[config.mk]
export PLATFORM = sky130hd
export DESIGN_NAME = tipi_sync_regbank_flat
export DESIGN_NICKNAME = d
export VERILOG_FILES = /design/src/rtl/tipi_sync_regbank_if.sv /design/src/rtl/tipi_sync_regbank.sv /design/src/flat_wrapper.sv
export SDC_FILE = /design/constraint.sdc
export NUM_CORES = 1
export LEC_CHECK = 0
export CAP_MARGIN = 20
export CELL_PAD_IN_SITES_DETAIL_PLACEMENT = 2
export CELL_PAD_IN_SITES_GLOBAL_PLACEMENT = 2
export CORE_ASPECT_RATIO = 0.75
export CORE_MARGIN = 2
export CORE_UTILIZATION = 37
export CTS_BUF_LIST = sky130_fd_sc_hd__clkbuf_8 sky130_fd_sc_hd__clkbuf_16
export CTS_CLUSTER_SIZE = 28
export DETAILED_ROUTE_END_ITERATION = 10
export GPL_TIMING_DRIVEN = 1
export HOLD_SLACK_MARGIN = 0.02
export PLACE_DENSITY_LB_ADDON = 0.1
export SLEW_MARGIN = 20
export SYNTH_ARGS = -nofsm -noshare
export SYNTH_HDL_FRONTEND = slang
export SYNTH_SLANG_ARGS = --single-unit
[constraint.sdc]
create_clock -name clk -period 1.4 [get_ports clk]
set_input_delay 0.21 -clock clk [delete_from_list [all_inputs] [get_ports clk]]
set_output_delay 0.21 -clock clk [all_outputs]
set_load 0.005 [all_outputs]
[src/rtl/tipi_sync_regbank_if.sv]
// TI bus and RPi serial-link bundle for the tipi_sync_regbank mailbox.
// The slave modport is the register bank; the master modport is the bus side driving it.
interface tipi_sync_regbank_if #(
    parameter int NUM_CH = 2,
    parameter int SEL_W  = 2
);
    logic              cru_dsr_en;
    logic [0:15]       ti_a;
    logic [0:7]        ti_data;
    logic              ti_memen;
    logic              ti_we;
    logic              ti_dbin;
    logic              rd_hit;
    logic [0:7]        rd_data;
    logic              rpi_sclk;
    logic              rpi_sle;
    logic [SEL_W-1:0]  rpi_regsel;
    logic              rpi_sdata_out;
    logic              rpi_sdata_in;
    logic [NUM_CH-1:0] to_ti_valid;
    logic [NUM_CH-1:0] from_ti_valid;
    logic [NUM_CH-1:0] from_ti_ovr;

    modport slave (
        input  cru_dsr_en, ti_a, ti_data, ti_memen, ti_we, ti_dbin,
        input  rpi_sclk, rpi_sle, rpi_regsel, rpi_sdata_out,
        output rd_hit, rd_data, rpi_sdata_in,
        output to_ti_valid, from_ti_valid, from_ti_ovr
    );

    modport master (
        output cru_dsr_en, ti_a, ti_data, ti_memen, ti_we, ti_dbin,
        output rpi_sclk, rpi_sle, rpi_regsel, rpi_sdata_out,
        input  rd_hit, rd_data, rpi_sdata_in,
        input  to_ti_valid, from_ti_valid, from_ti_ovr
    );
endinterface

[src/rtl/tipi_sync_regbank.sv]
// Clocked TI<->RPi mailbox register bank with per-channel valid/overrun flags.
// Optional macro TIPI_SCLK_FILTER_EN adds a 3-clk glitch filter on synced rpi_sclk/rpi_sle.
module tipi_sync_regbank #(
    parameter int          NUM_CH      = 2,
    parameter int          SEL_W       = 2,
    parameter int          SYNC_STAGES = 2,
    parameter logic [15:0] REG_BASE    = 16'h5FF8
) (
    input logic                clk,
    input logic                rst_n,
    tipi_sync_regbank_if.slave bus
);
    localparam int SW = 3 + SEL_W + 2 * NUM_CH + 8;

    genvar gi;

    // Address decode on the raw TI bus; the read path must stay combinational.
    logic              ti_rd_cyc;
    logic              ti_wr_cyc;
    logic [NUM_CH-1:0] rd_match;
    logic [NUM_CH-1:0] wr_match;

    assign ti_rd_cyc = bus.cru_dsr_en & ~bus.ti_memen & bus.ti_dbin;
    assign ti_wr_cyc = bus.cru_dsr_en & ~bus.ti_memen & ~bus.ti_we;

    for (gi = 0; gi < NUM_CH; gi++) begin : g_decode
        localparam logic [15:0] TO_ADDR   = REG_BASE + 16'(1 + 2 * gi);
        localparam logic [15:0] FROM_ADDR = REG_BASE + 16'(1 + 2 * NUM_CH + 2 * gi);
        assign rd_match[gi] = ti_rd_cyc & (bus.ti_a == TO_ADDR);
        assign wr_match[gi] = ti_wr_cyc & (bus.ti_a == FROM_ADDR);
    end

    logic [SW-1:0]                   sync_raw;
    logic [SYNC_STAGES-1:0][SW-1:0]  sync_reg;
    logic                            s_sclk;
    logic                            s_sle;
    logic                            s_sdata;
    logic [SEL_W-1:0]                s_sel;
    logic [NUM_CH-1:0]               s_rd;
    logic [NUM_CH-1:0]               s_wr;
    logic [7:0]                      s_data;

    assign sync_raw = {bus.rpi_sclk, bus.rpi_sle, bus.rpi_sdata_out, bus.rpi_regsel,
                       rd_match, wr_match, bus.ti_data};

    always_ff @(posedge clk or negedge rst_n) begin
        if (!rst_n) begin
            sync_reg <= '0;
        end else begin
            sync_reg <= {sync_reg[SYNC_STAGES-2:0], sync_raw};
        end
    end

    assign {s_sclk, s_sle, s_sdata, s_sel, s_rd, s_wr, s_data} = sync_reg[SYNC_STAGES-1];

    // Index 0 is sclk, index 1 is sle.
    logic [1:0] pin_sync;
    logic [1:0] pin_rise;
    assign pin_sync = {s_sle, s_sclk};

`ifdef TIPI_SCLK_FILTER_EN
    for (gi = 0; gi < 2; gi++) begin : g_filt
        logic       filt_reg;
        logic [1:0] cnt_reg;

        always_ff @(posedge clk or negedge rst_n) begin
            if (!rst_n) begin
                filt_reg <= 1'b0;
                cnt_reg  <= 2'd0;
            end else if (pin_sync[gi] == filt_reg) begin
                cnt_reg <= 2'd0;
            end else if (cnt_reg == 2'd2) begin
                filt_reg <= pin_sync[gi];
                cnt_reg  <= 2'd0;
            end else begin
                cnt_reg <= cnt_reg + 2'd1;
            end
        end

        // Accept on the third consecutive clk at the new level.
        assign pin_rise[gi] = pin_sync[gi] & ~filt_reg & (cnt_reg == 2'd2);
    end
`else
    logic [1:0] pin_prev_reg;

    always_ff @(posedge clk or negedge rst_n) begin
        if (!rst_n) begin
            pin_prev_reg <= 2'b00;
        end else begin
            pin_prev_reg <= pin_sync;
        end
    end

    assign pin_rise = pin_sync & ~pin_prev_reg;
`endif

    logic sclk_rise;
    logic sle_rise;
    assign sclk_rise = pin_rise[0];
    assign sle_rise  = pin_rise[1];

    logic [NUM_CH-1:0] rd_prev_reg;
    logic [NUM_CH-1:0] wr_prev_reg;
    logic [7:0]        cap_reg;
    logic [NUM_CH-1:0] rd_end;
    logic [NUM_CH-1:0] wr_end;

    always_ff @(posedge clk or negedge rst_n) begin
        if (!rst_n) begin
            rd_prev_reg <= '0;
            wr_prev_reg <= '0;
            cap_reg     <= 8'h00;
        end else begin
            rd_prev_reg <= s_rd;
            wr_prev_reg <= s_wr;
            if (|s_wr) cap_reg <= s_data;
        end
    end

    assign rd_end = rd_prev_reg & ~s_rd;
    assign wr_end = wr_prev_reg & ~s_wr;

    logic [NUM_CH-1:0][7:0] to_hold_w;
    logic [NUM_CH-1:0][7:0] from_sh_w;
    logic [NUM_CH-1:0]      to_valid_w;
    logic [NUM_CH-1:0]      from_valid_w;
    logic [NUM_CH-1:0]      from_ovr_w;
    logic [NUM_CH-1:0]      from_sel_w;

    for (gi = 0; gi < NUM_CH; gi++) begin : g_ch
        logic [7:0] to_sh_reg;
        logic [7:0] to_hold_reg;
        logic       to_valid_reg;
        logic [7:0] from_sh_reg;
        logic [7:0] from_hold_reg;
        logic       from_valid_reg;
        logic       from_ovr_reg;
        logic       to_sel;
        logic       from_sel;

        assign to_sel   = (s_sel == SEL_W'(gi));
        assign from_sel = (s_sel == SEL_W'(NUM_CH + gi));

        // A same-clk RPi load beats the end of a TI read.
        always_ff @(posedge clk or negedge rst_n) begin
            if (!rst_n) begin
                to_sh_reg    <= 8'h00;
                to_hold_reg  <= 8'h00;
                to_valid_reg <= 1'b0;
            end else begin
                if (to_sel && sclk_rise) to_sh_reg <= {to_sh_reg[6:0], s_sdata};
                if (to_sel && sle_rise) begin
                    to_hold_reg  <= to_sh_reg;
                    to_valid_reg <= 1'b1;
                end else if (rd_end[gi]) begin
                    to_valid_reg <= 1'b0;
                end
            end
        end

        // A same-clk TI commit leaves valid set while the shifter takes the old byte.
        always_ff @(posedge clk or negedge rst_n) begin
            if (!rst_n) begin
                from_sh_reg    <= 8'h00;
                from_hold_reg  <= 8'h00;
                from_valid_reg <= 1'b0;
                from_ovr_reg   <= 1'b0;
            end else begin
                if (from_sel && sle_rise) begin
                    from_sh_reg <= from_hold_reg;
                end else if (from_sel && sclk_rise) begin
                    from_sh_reg <= {from_sh_reg[6:0], 1'b0};
                end
                if (wr_end[gi]) begin
                    from_hold_reg  <= cap_reg;
                    from_valid_reg <= 1'b1;
                    if (from_valid_reg) from_ovr_reg <= 1'b1;
                end else if (from_sel && sle_rise) begin
                    from_valid_reg <= 1'b0;
                end
            end
        end

        assign to_hold_w[gi]    = to_hold_reg;
        assign from_sh_w[gi]    = from_sh_reg;
        assign to_valid_w[gi]   = to_valid_reg;
        assign from_valid_w[gi] = from_valid_reg;
        assign from_ovr_w[gi]   = from_ovr_reg;
        assign from_sel_w[gi]   = from_sel;
    end

    logic [7:0] rd_mux;
    logic       sdata_in_mux;

    always_comb begin
        rd_mux = 8'h00;
        for (int k = 0; k < NUM_CH; k++) begin
            if (rd_match[k]) rd_mux = to_hold_w[k];
        end
    end

    always_comb begin
        sdata_in_mux = 1'b0;
        for (int k = 0; k < NUM_CH; k++) begin
            if (from_sel_w[k]) sdata_in_mux = from_sh_w[k][7];
        end
    end

    assign bus.rd_hit        = rst_n & (|rd_match);
    assign bus.rd_data       = rd_mux;
    assign bus.rpi_sdata_in  = sdata_in_mux;
    assign bus.to_ti_valid   = to_valid_w;
    assign bus.from_ti_valid = from_valid_w;
    assign bus.from_ti_ovr   = from_ovr_w;
endmodule
[src/flat_wrapper.sv]
// flat-port wrapper written by rule: the top's interface ports become plain ports
module tipi_sync_regbank_flat 
#(
    parameter int          NUM_CH      = 2,
    parameter int          SEL_W       = 2,
    parameter int          SYNC_STAGES = 2,
    parameter logic [15:0] REG_BASE    = 16'h5FF8
)
  (clk, rst_n, bus_cru_dsr_en, bus_ti_a, bus_ti_data, bus_ti_memen, bus_ti_we, bus_ti_dbin, bus_rpi_sclk, bus_rpi_sle, bus_rpi_regsel, bus_rpi_sdata_out, bus_rd_hit, bus_rd_data, bus_rpi_sdata_in, bus_to_ti_valid, bus_from_ti_valid, bus_from_ti_ovr);
  tipi_sync_regbank_if #(.NUM_CH(NUM_CH), .SEL_W(SEL_W)) bus_i ();
  input logic clk;
  input logic rst_n;
  input wire logic [$bits(bus_i.cru_dsr_en)-1:0] bus_cru_dsr_en;
  input wire logic [$bits(bus_i.ti_a)-1:0] bus_ti_a;
  input wire logic [$bits(bus_i.ti_data)-1:0] bus_ti_data;
  input wire logic [$bits(bus_i.ti_memen)-1:0] bus_ti_memen;
  input wire logic [$bits(bus_i.ti_we)-1:0] bus_ti_we;
  input wire logic [$bits(bus_i.ti_dbin)-1:0] bus_ti_dbin;
  input wire logic [$bits(bus_i.rpi_sclk)-1:0] bus_rpi_sclk;
  input wire logic [$bits(bus_i.rpi_sle)-1:0] bus_rpi_sle;
  input wire logic [$bits(bus_i.rpi_regsel)-1:0] bus_rpi_regsel;
  input wire logic [$bits(bus_i.rpi_sdata_out)-1:0] bus_rpi_sdata_out;
  output wire logic [$bits(bus_i.rd_hit)-1:0] bus_rd_hit;
  output wire logic [$bits(bus_i.rd_data)-1:0] bus_rd_data;
  output wire logic [$bits(bus_i.rpi_sdata_in)-1:0] bus_rpi_sdata_in;
  output wire logic [$bits(bus_i.to_ti_valid)-1:0] bus_to_ti_valid;
  output wire logic [$bits(bus_i.from_ti_valid)-1:0] bus_from_ti_valid;
  output wire logic [$bits(bus_i.from_ti_ovr)-1:0] bus_from_ti_ovr;
  assign bus_i.cru_dsr_en = bus_cru_dsr_en;
  assign bus_i.ti_a = bus_ti_a;
  assign bus_i.ti_data = bus_ti_data;
  assign bus_i.ti_memen = bus_ti_memen;
  assign bus_i.ti_we = bus_ti_we;
  assign bus_i.ti_dbin = bus_ti_dbin;
  assign bus_i.rpi_sclk = bus_rpi_sclk;
  assign bus_i.rpi_sle = bus_rpi_sle;
  assign bus_i.rpi_regsel = bus_rpi_regsel;
  assign bus_i.rpi_sdata_out = bus_rpi_sdata_out;
  assign bus_rd_hit = bus_i.rd_hit;
  assign bus_rd_data = bus_i.rd_data;
  assign bus_rpi_sdata_in = bus_i.rpi_sdata_in;
  assign bus_to_ti_valid = bus_i.to_ti_valid;
  assign bus_from_ti_valid = bus_i.from_ti_valid;
  assign bus_from_ti_ovr = bus_i.from_ti_ovr;
  tipi_sync_regbank #(.NUM_CH(NUM_CH), .SEL_W(SEL_W), .SYNC_STAGES(SYNC_STAGES), .REG_BASE(REG_BASE)) u_core (.clk(clk), .rst_n(rst_n), .bus(bus_i));
endmodule
==> results of run 1 <==
[cells in the mapped netlist (all sizes together)]
cell type / count / area, µm²
dfrtp: 118 / 2950
mux2: 84 / 946
buf: 16 / 121
mux2i: 9 / 90.1
nor4: 9 / 121
nand2b: 6 / 37.5
nor2b: 6 / 45.0
o21ai: 5 / 25.0
a21o: 4 / 30.0
inv: 3 / 11.3
nand4: 3 / 18.8
nor2: 3 / 16.3
and3: 2 / 12.5
clkbuf: 2 / 8.75
nand2: 2 / 7.51
nor3: 2 / 32.5
a21boi: 1 / 18.8
a21oi: 1 / 16.3
and4b: 1 / 10.0
and4bb: 1 / 12.5
nand3: 1 / 5.00
nand4b: 1 / 23.8
nand4bb: 1 / 11.3
nor3b: 1 / 7.51
or3: 1 / 6.26
[final timing paths]
path,from,end,slack [ns]
min reg2reg,u_core.sync_reg[6]$_DFF_PN0_,u_core.s_data[6]$_DFF_PN0_,0.35
max in group asynchronous,rst_n,u_core.g_ch[1].from_sh_reg[6]$_DFFE_PN0P_,0.34
max,bus_ti_a[1],bus_rd_data[0],-0.22
max reg2reg,u_core.pin_prev_reg[1]$_DFF_PN0_,u_core.g_ch[0].from_sh_reg[3]$_DFFE_PN0P_,-0.17
min,bus_rpi_regsel[1],u_core.sync_reg[13]$_DFF_PN0_,0.23
min in group asynchronous,rst_n,u_core.g_ch[0].from_hold_reg[5]$_DFFE_PN0P_,0.48
[metal layers]
layer	vias to the layer above	global-route usage, %	routed length, µm
met5	-	0	0
met4	0	6.45	142
met3	12	5.81	349
met2	45	29.2	5300
met1	1398	23.7	5110
li1	1187	-	-
[cell families (layout without fill, tap and decap cells)]
group,after synthesis,in the layout,share of synthesized area [%]
muxes,93,93,22.6
and+or+nand+nor,40,40,8.02
buffers and inverters,21,128,3.08
DFF,118,118,64.4
AOI/OAI and AO/OA,11,11,1.96
[worst max-delay path, stage by stage]
cell             delay (ns)
clkdlybuf4s50_1        0.48
buf_4                  0.18
mux2i_1                0.35
nor4_4                 0.06
buf_2                  0.13
[metrics by stage]
step,TNS [ns],hold slack [ns],utilization [%],instances,area (µm²)
6_report,-4.99,0.231,52.9,556,6440
3_5_place_dp,-14.98,0.336,45.4,514,5530
5_1_grt,-7.58,0.214,52.9,556,6440
4_1_cts,-6.12,0.214,52.7,556,6420
2_1_floorplan,-0.990,-0.0856,-,283,4610
3_3_place_gp,-13.81,0.332,45.4,514,5530
[power breakdown]
| group | total (mW) | switching (mW) | internal [mW] |
|---|---|---|---|
| Sequential | 3.83 | 0.177 | 3.66 |
| Combinational | 0.778 | 0.288 | 0.490 |
| Clock | 4.23 | 1.61 | 2.62 |
| Total | 8.85 | 2.08 | 6.77 |
[final cells by class]
cell class,count,area share (%)
Multi-Input combinational cell,144,28.0
Clock buffer,17,6.60
Sequential cell,118,45.9
Clock inverter,15,2.45
Inverter,3,0.175
Timing Repair Buffer,93,13.7
Tap cell,166,3.22
[timing repair]
action | 4_1_cts | 5_1_grt
hold buffers | 1 | 0
gates resized for setup | 180 | 8
cloned | 1 | 0
setup endpoints to repair | 62 | 57
endpoints found under the hold margin | 118 | 0
setup buffers | 10 | 1
pin swaps | 11 | 9
==> reports/qor.yml, run 1 <==
outcome:
  status: "finished, violations left"
  violations: "setup timing"
timing:
  worst_slack_ns: -0.220
  fmaxAchievable_mhz: 617
  finalCritPeriodShare_pct: 116
  slew_headroom_pct: 54.7
  slew_violations: 0
  setup_violations: 52
  fin_crit_ns: 1.62
  fin_skew_ns: 0.00776
  hold_violations: 0
  tightest_slew_ns: 0.680
  grt_setup_unrepaired: "yes"
global_route:
  antenna_found_initial: 0
  grt_start_max_net_pins: 119
  grt_pass1_wl_mm: 17.8
  grt_use_total_pct: 18.3
  grt_pass1_vias: 3124
  overflow: 0
cts:
  ctsRootBufferMaster: "clkbuf_16"
  cts.sinks: 118
  insertion_delay_ns: 0.41
  clk_pin_slew_ns: 0.05
  cts_max_level: 4
  cts_max_path_buffers: 2
  cts_buffers: 17
  cts_tree: "built"
yosys:
  ys_warn_count: 0
  avgSynthCellArea_um2: 16.2
  yosysSeqAreaShare_pct: 64.4
  syn_inst: 283
  synth.cell_area_um2: 4590
  synth_cell_types: 33
  synth.ff_latch_count: 118
  syn_nets: 318
worst_setup_path:
  path_max_fanout: 5
  reg2reg_depth: 5
  crit_type: "in -> out"
  end_kind: "primary output"
  cp-start-kind: "primary input"
  required_ns: 1.19
  worstPathArrival_ns: 1.41
floorplanning:
  io_pins: 51
  dieArea_um2: 13300
  die_w_um: 133
  rows: 35
  die_h_um: 100
  core_um2: 12200
  initial_core_util_pct: 37.7
min_path:
  hold-path-cell-count: 1
  min_path_type: "in -> reg"
finish:
  largest_reg_flops: 17
  final_nets: 412
  drive_above_1_share_pct: 54.4
  antenna_cells: 0
  syn2layout_area_growth_pct: 40.4
  final_cell_mix: "dfrtp_1 (115), mux2_4 (60), buf_4 (27)"
  fillers: 1098
  multi_input_area_um2: 1810
  seq_area_um2: 2960
  layout_commonest_cell: "dfrtp_1"
route:
  drtIter0Drc: 98
  ant_nets: 0
  avgRoutedWirePerCell_um: 19.6
  wirelength_mm: 10.9
  first_pass_iters: 4
  drc: 0
  via_per_inst: 4.75
  vias: 2642
pwr:
  p_leak_nw: 3.10
  power_mw: 8.85
  vdd_ir_drop_max_uv: 800
  p_per_area_nw_per_um2: 1370
placement:
  place_congestion: 0.662
  dp.final_hpwl_mm: 6.34
  port_buffers: 50
  dp_slack_ns: -1.00
flow_run:
  drv_cap: 0
Note: power is estimated with default switching activity, not from simulation.
==> run 2: changes to the inputs <==
--- a/config.mk
+++ b/config.mk
@@ -14,6 +14,7 @@
 export CTS_BUF_LIST = sky130_fd_sc_hd__clkbuf_8 sky130_fd_sc_hd__clkbuf_16
 export CTS_CLUSTER_SIZE = 28
 export DETAILED_ROUTE_END_ITERATION = 10
+export GPL_ROUTABILITY_DRIVEN = 0
 export GPL_TIMING_DRIVEN = 1
 export HOLD_SLACK_MARGIN = 0.02
 export PLACE_DENSITY_LB_ADDON = 0.1
==> results of run 2 <==
Same layout as run 1: the final DEF is identical, and so are final timing and power.
==> run 3: changes to the inputs <==
--- a/config.mk
+++ b/config.mk
@@ -10,7 +10,7 @@
 export CELL_PAD_IN_SITES_GLOBAL_PLACEMENT = 2
 export CORE_ASPECT_RATIO = 0.75
 export CORE_MARGIN = 2
-export CORE_UTILIZATION = 37
+export CORE_UTILIZATION = 44
 export CTS_BUF_LIST = sky130_fd_sc_hd__clkbuf_8 sky130_fd_sc_hd__clkbuf_16
 export CTS_CLUSTER_SIZE = 28
 export DETAILED_ROUTE_END_ITERATION = 10
@@ -18,7 +18,7 @@
 export GPL_TIMING_DRIVEN = 1
 export HOLD_SLACK_MARGIN = 0.02
 export PLACE_DENSITY_LB_ADDON = 0.1
-export SLEW_MARGIN = 20
+export SLEW_MARGIN = 5
 export SYNTH_ARGS = -nofsm -noshare
 export SYNTH_HDL_FRONTEND = slang
 export SYNTH_SLANG_ARGS = --single-unit
==> constraint.sdc (replaced) <==
create_clock -name clk -period 1.9 [get_ports clk]
set_input_delay 0.285 -clock clk [delete_from_list [all_inputs] [get_ports clk]]
set_output_delay 0.285 -clock clk [all_outputs]
set_load 0.005 [all_outputs]
==> run 3 against run 2 <==
The flow now finishes without violations. Sequential cell count stayed put. Largest power group unchanged. Worst setup slack improved by 0.24 ns. Wire length rose by 11%. Critical path depth is the same. First-iteration DRC count is 14% lower. Worst hold slack worse by 0.19 ns. Global-route usage is 5.0 points higher. Total power down 27%.
==> reports/qor.yml, run 3 (synthesis results as in run 1) <==
route:
  via_per_inst: 5.21  # +9.6%
  avgRoutedWirePerCell_um: 24.0  # +22%
  first_pass_iters: 4  # unchanged
  drc: 0  # unchanged
  ant_nets: 0  # unchanged
  vias: 2635  # -0.26%
  drtIter0Drc: 84  # -14%
  wirelength_mm: 12.1  # +11%
global_route:
  grt_use_met2_pct: 39.9  # +11 points
  grt.busiest_layer: "met2"
  overflow: 0  # unchanged
  grt_start_max_net_pins: 119  # unchanged
  grt_pass1_wl_mm: 18.9  # +6.2%
  use_met1_pct: 29.9  # +6.2 points
  grt_use_total_pct: 23.3  # +5.0 points
  grt_pass1_vias: 3140  # +0.51%
  met3_usage_pct: 4.86  # -0.94 points
  antenna_found_initial: 0  # unchanged
placement:
  dp_slack_ns: -0.683  # +0.319 ns
  port_buffers: 50  # unchanged
  dp_cells: 470  # -8.6%
  dp.final_hpwl_mm: 6.20  # -2.3%
finish:
  syn2layout_area_growth_pct: 29.6
  drive_above_1_share_pct: 45.7  # -8.7 points
  largest_reg_flops: 17  # unchanged
  layout_commonest_cell: "dfrtp_1"
  stdcell_count: 506  # -9.0%
  final_cell_mix: "dfrtp_1 (116), mux2_2 (83), clkdlybuf4s50_1 (24)"
  fillers: 899  # -18%
  seq_area_um2: 2960  # about the same
  multi_input_area_um2: 1530  # -15%
  final_nets: 393  # -4.6%
  antenna_cells: 0  # unchanged
floorplanning:
  rows: 32  # -8.6%
  dieArea_um2: 11300  # -15%
  initial_core_util_pct: 44.9  # +7.3 points
  io_pins: 51  # unchanged
  die_w_um: 122  # -8.0%
  die_h_um: 92.4  # -8.0%
  core_um2: 10200  # -16%
timing:
  fin_crit_ns: 1.88
  worst_slack_ns: 0.0213  # +0.241 ns
  slew_headroom_pct: 59.3  # +4.6 points
  finalCritPeriodShare_pct: 98.9
  hold_violations: 0  # unchanged
  grt_setup_unrepaired: "no"
  fin_skew_ns: 0.0117  # +0.00391 ns
  fmaxAchievable_mhz: 532
  holdWs_ns: 0.0403  # -0.190 ns
  setup_violations: 0  # -100%
  slew_violations: 0  # unchanged
  tightest_slew_ns: 0.611  # -0.0689 ns
  fin_tns_setup_ns: 0  # +4.99 ns
cts:
  insertion_delay_ns: 0.41  # about the same
  cts_buffers: 17  # unchanged
  cts_max_path_buffers: 2  # unchanged
  cts_tree: "built"
  cts_max_level: 4  # unchanged
  ctsRootBufferMaster: "clkbuf_16"
  cts.sinks: 118  # unchanged
  clk_pin_slew_ns: 0.05  # about the same
  cts_hold_buf: 0  # -1
worst_setup_path:
  ff2ff_setup_slack_ns: 0.13  # +0.30 ns
  path_max_fanout: 12  # +7
  cp-start-kind: "primary input"
  required_ns: 1.62  # +0.43 ns
  crit_type: "in -> out"
  worstPathArrival_ns: 1.59  # +0.18 ns
  end_kind: "primary output"
pwr:
  p_leak_nw: 2.91  # -6.2%
  vdd_ir_drop_max_uv: 762  # -4.7%
  p_per_area_nw_per_um2: 1090  # -21%
flow_run:
  drv_cap: 0  # unchanged
min_path:
  min_path_type: "in -> async"
outcome:
  status: "complete, no violations"
run 3: cell count changes in the layout (fill, tap and decap cells not counted), sizes merged, moves of 2 or more:
cell           change
clkdlybuf4s50      +8
clkinvlp           -4
buf               -32
clkbuf             +2
dlymetal6s2s       +2
clkdlybuf4s15      +4
run 3: final cells by class:
cell class	instances	area share [%]
Sequential cell	118	49.7
Multi-Input combinational cell	144	25.8
Timing Repair Buffer	74	11.6
Clock buffer	19	7.62
Tap cell	136	2.86
Clock inverter	12	2.29
Inverter	3	0.189
run 3: timing repair:
item                       CTS  global route
setup endpoints to repair   10             6
setup buffers                4             2
gates resized for setup     67             4
pin swaps                    7             7
run 3: power by group:
group          switching (mW)  leakage [nW]  internal (mW)
clock                    1.10         0.305           2.10
combinational           0.199          1.05          0.237
sequential              0.131          1.55           2.70
total                    1.43          2.91           5.03
run 3: worst max-delay path, cell delays in order:
cell and delay (ns):
clkdlybuf4s50_1 0.52, buf_12 0.16, mux2i_1 0.42, nor4_4 0.06, buf_2 0.15
run 3: final timing paths:
| check | from | end | depth (start not counted) |
|---|---|---|---|
| min reg2reg | u_core.sync_reg[2]$_DFF_PN0_ | u_core.s_data[2]$_DFF_PN0_ | 0 |
| max | bus_ti_a[1] | bus_rd_data[5] | 5 |
| min | rst_n | u_core.cap_reg[5]$_DFFE_PN0P_ | 2 |
| min in group clk | bus_ti_data[7] | u_core.sync_reg[7]$_DFF_PN0_ | 1 |
| max in group asynchronous | rst_n | u_core.s_sel[0]$_DFF_PN0_ | 2 |
| max reg2reg | u_core.pin_prev_reg[1]$_DFF_PN0_ | u_core.g_ch[0].from_sh_reg[3]$_DFFE_PN0P_ | 3 |
run 3: layer usage:
metal | up-vias | part of all wire (%)
met5 | - | 0
met4 | 0 | 0.96
met3 | 12 | 2.5
met2 | 46 | 52
met1 | 1431 | 44
li1 | 1146 | -
run 3: per-stage QoR:
step | cell area, µm² | utilization, % | total power, mW
floorplan | 4590 | - | 3.04
global placement | 5310 | 52.0 | 3.24
detailed placement | 5310 | 52.0 | 3.28
CTS | 5930 | 58.1 | 6.53
global route | 5950 | 58.2 | 6.72
finish | 5950 | 58.2 | 6.46
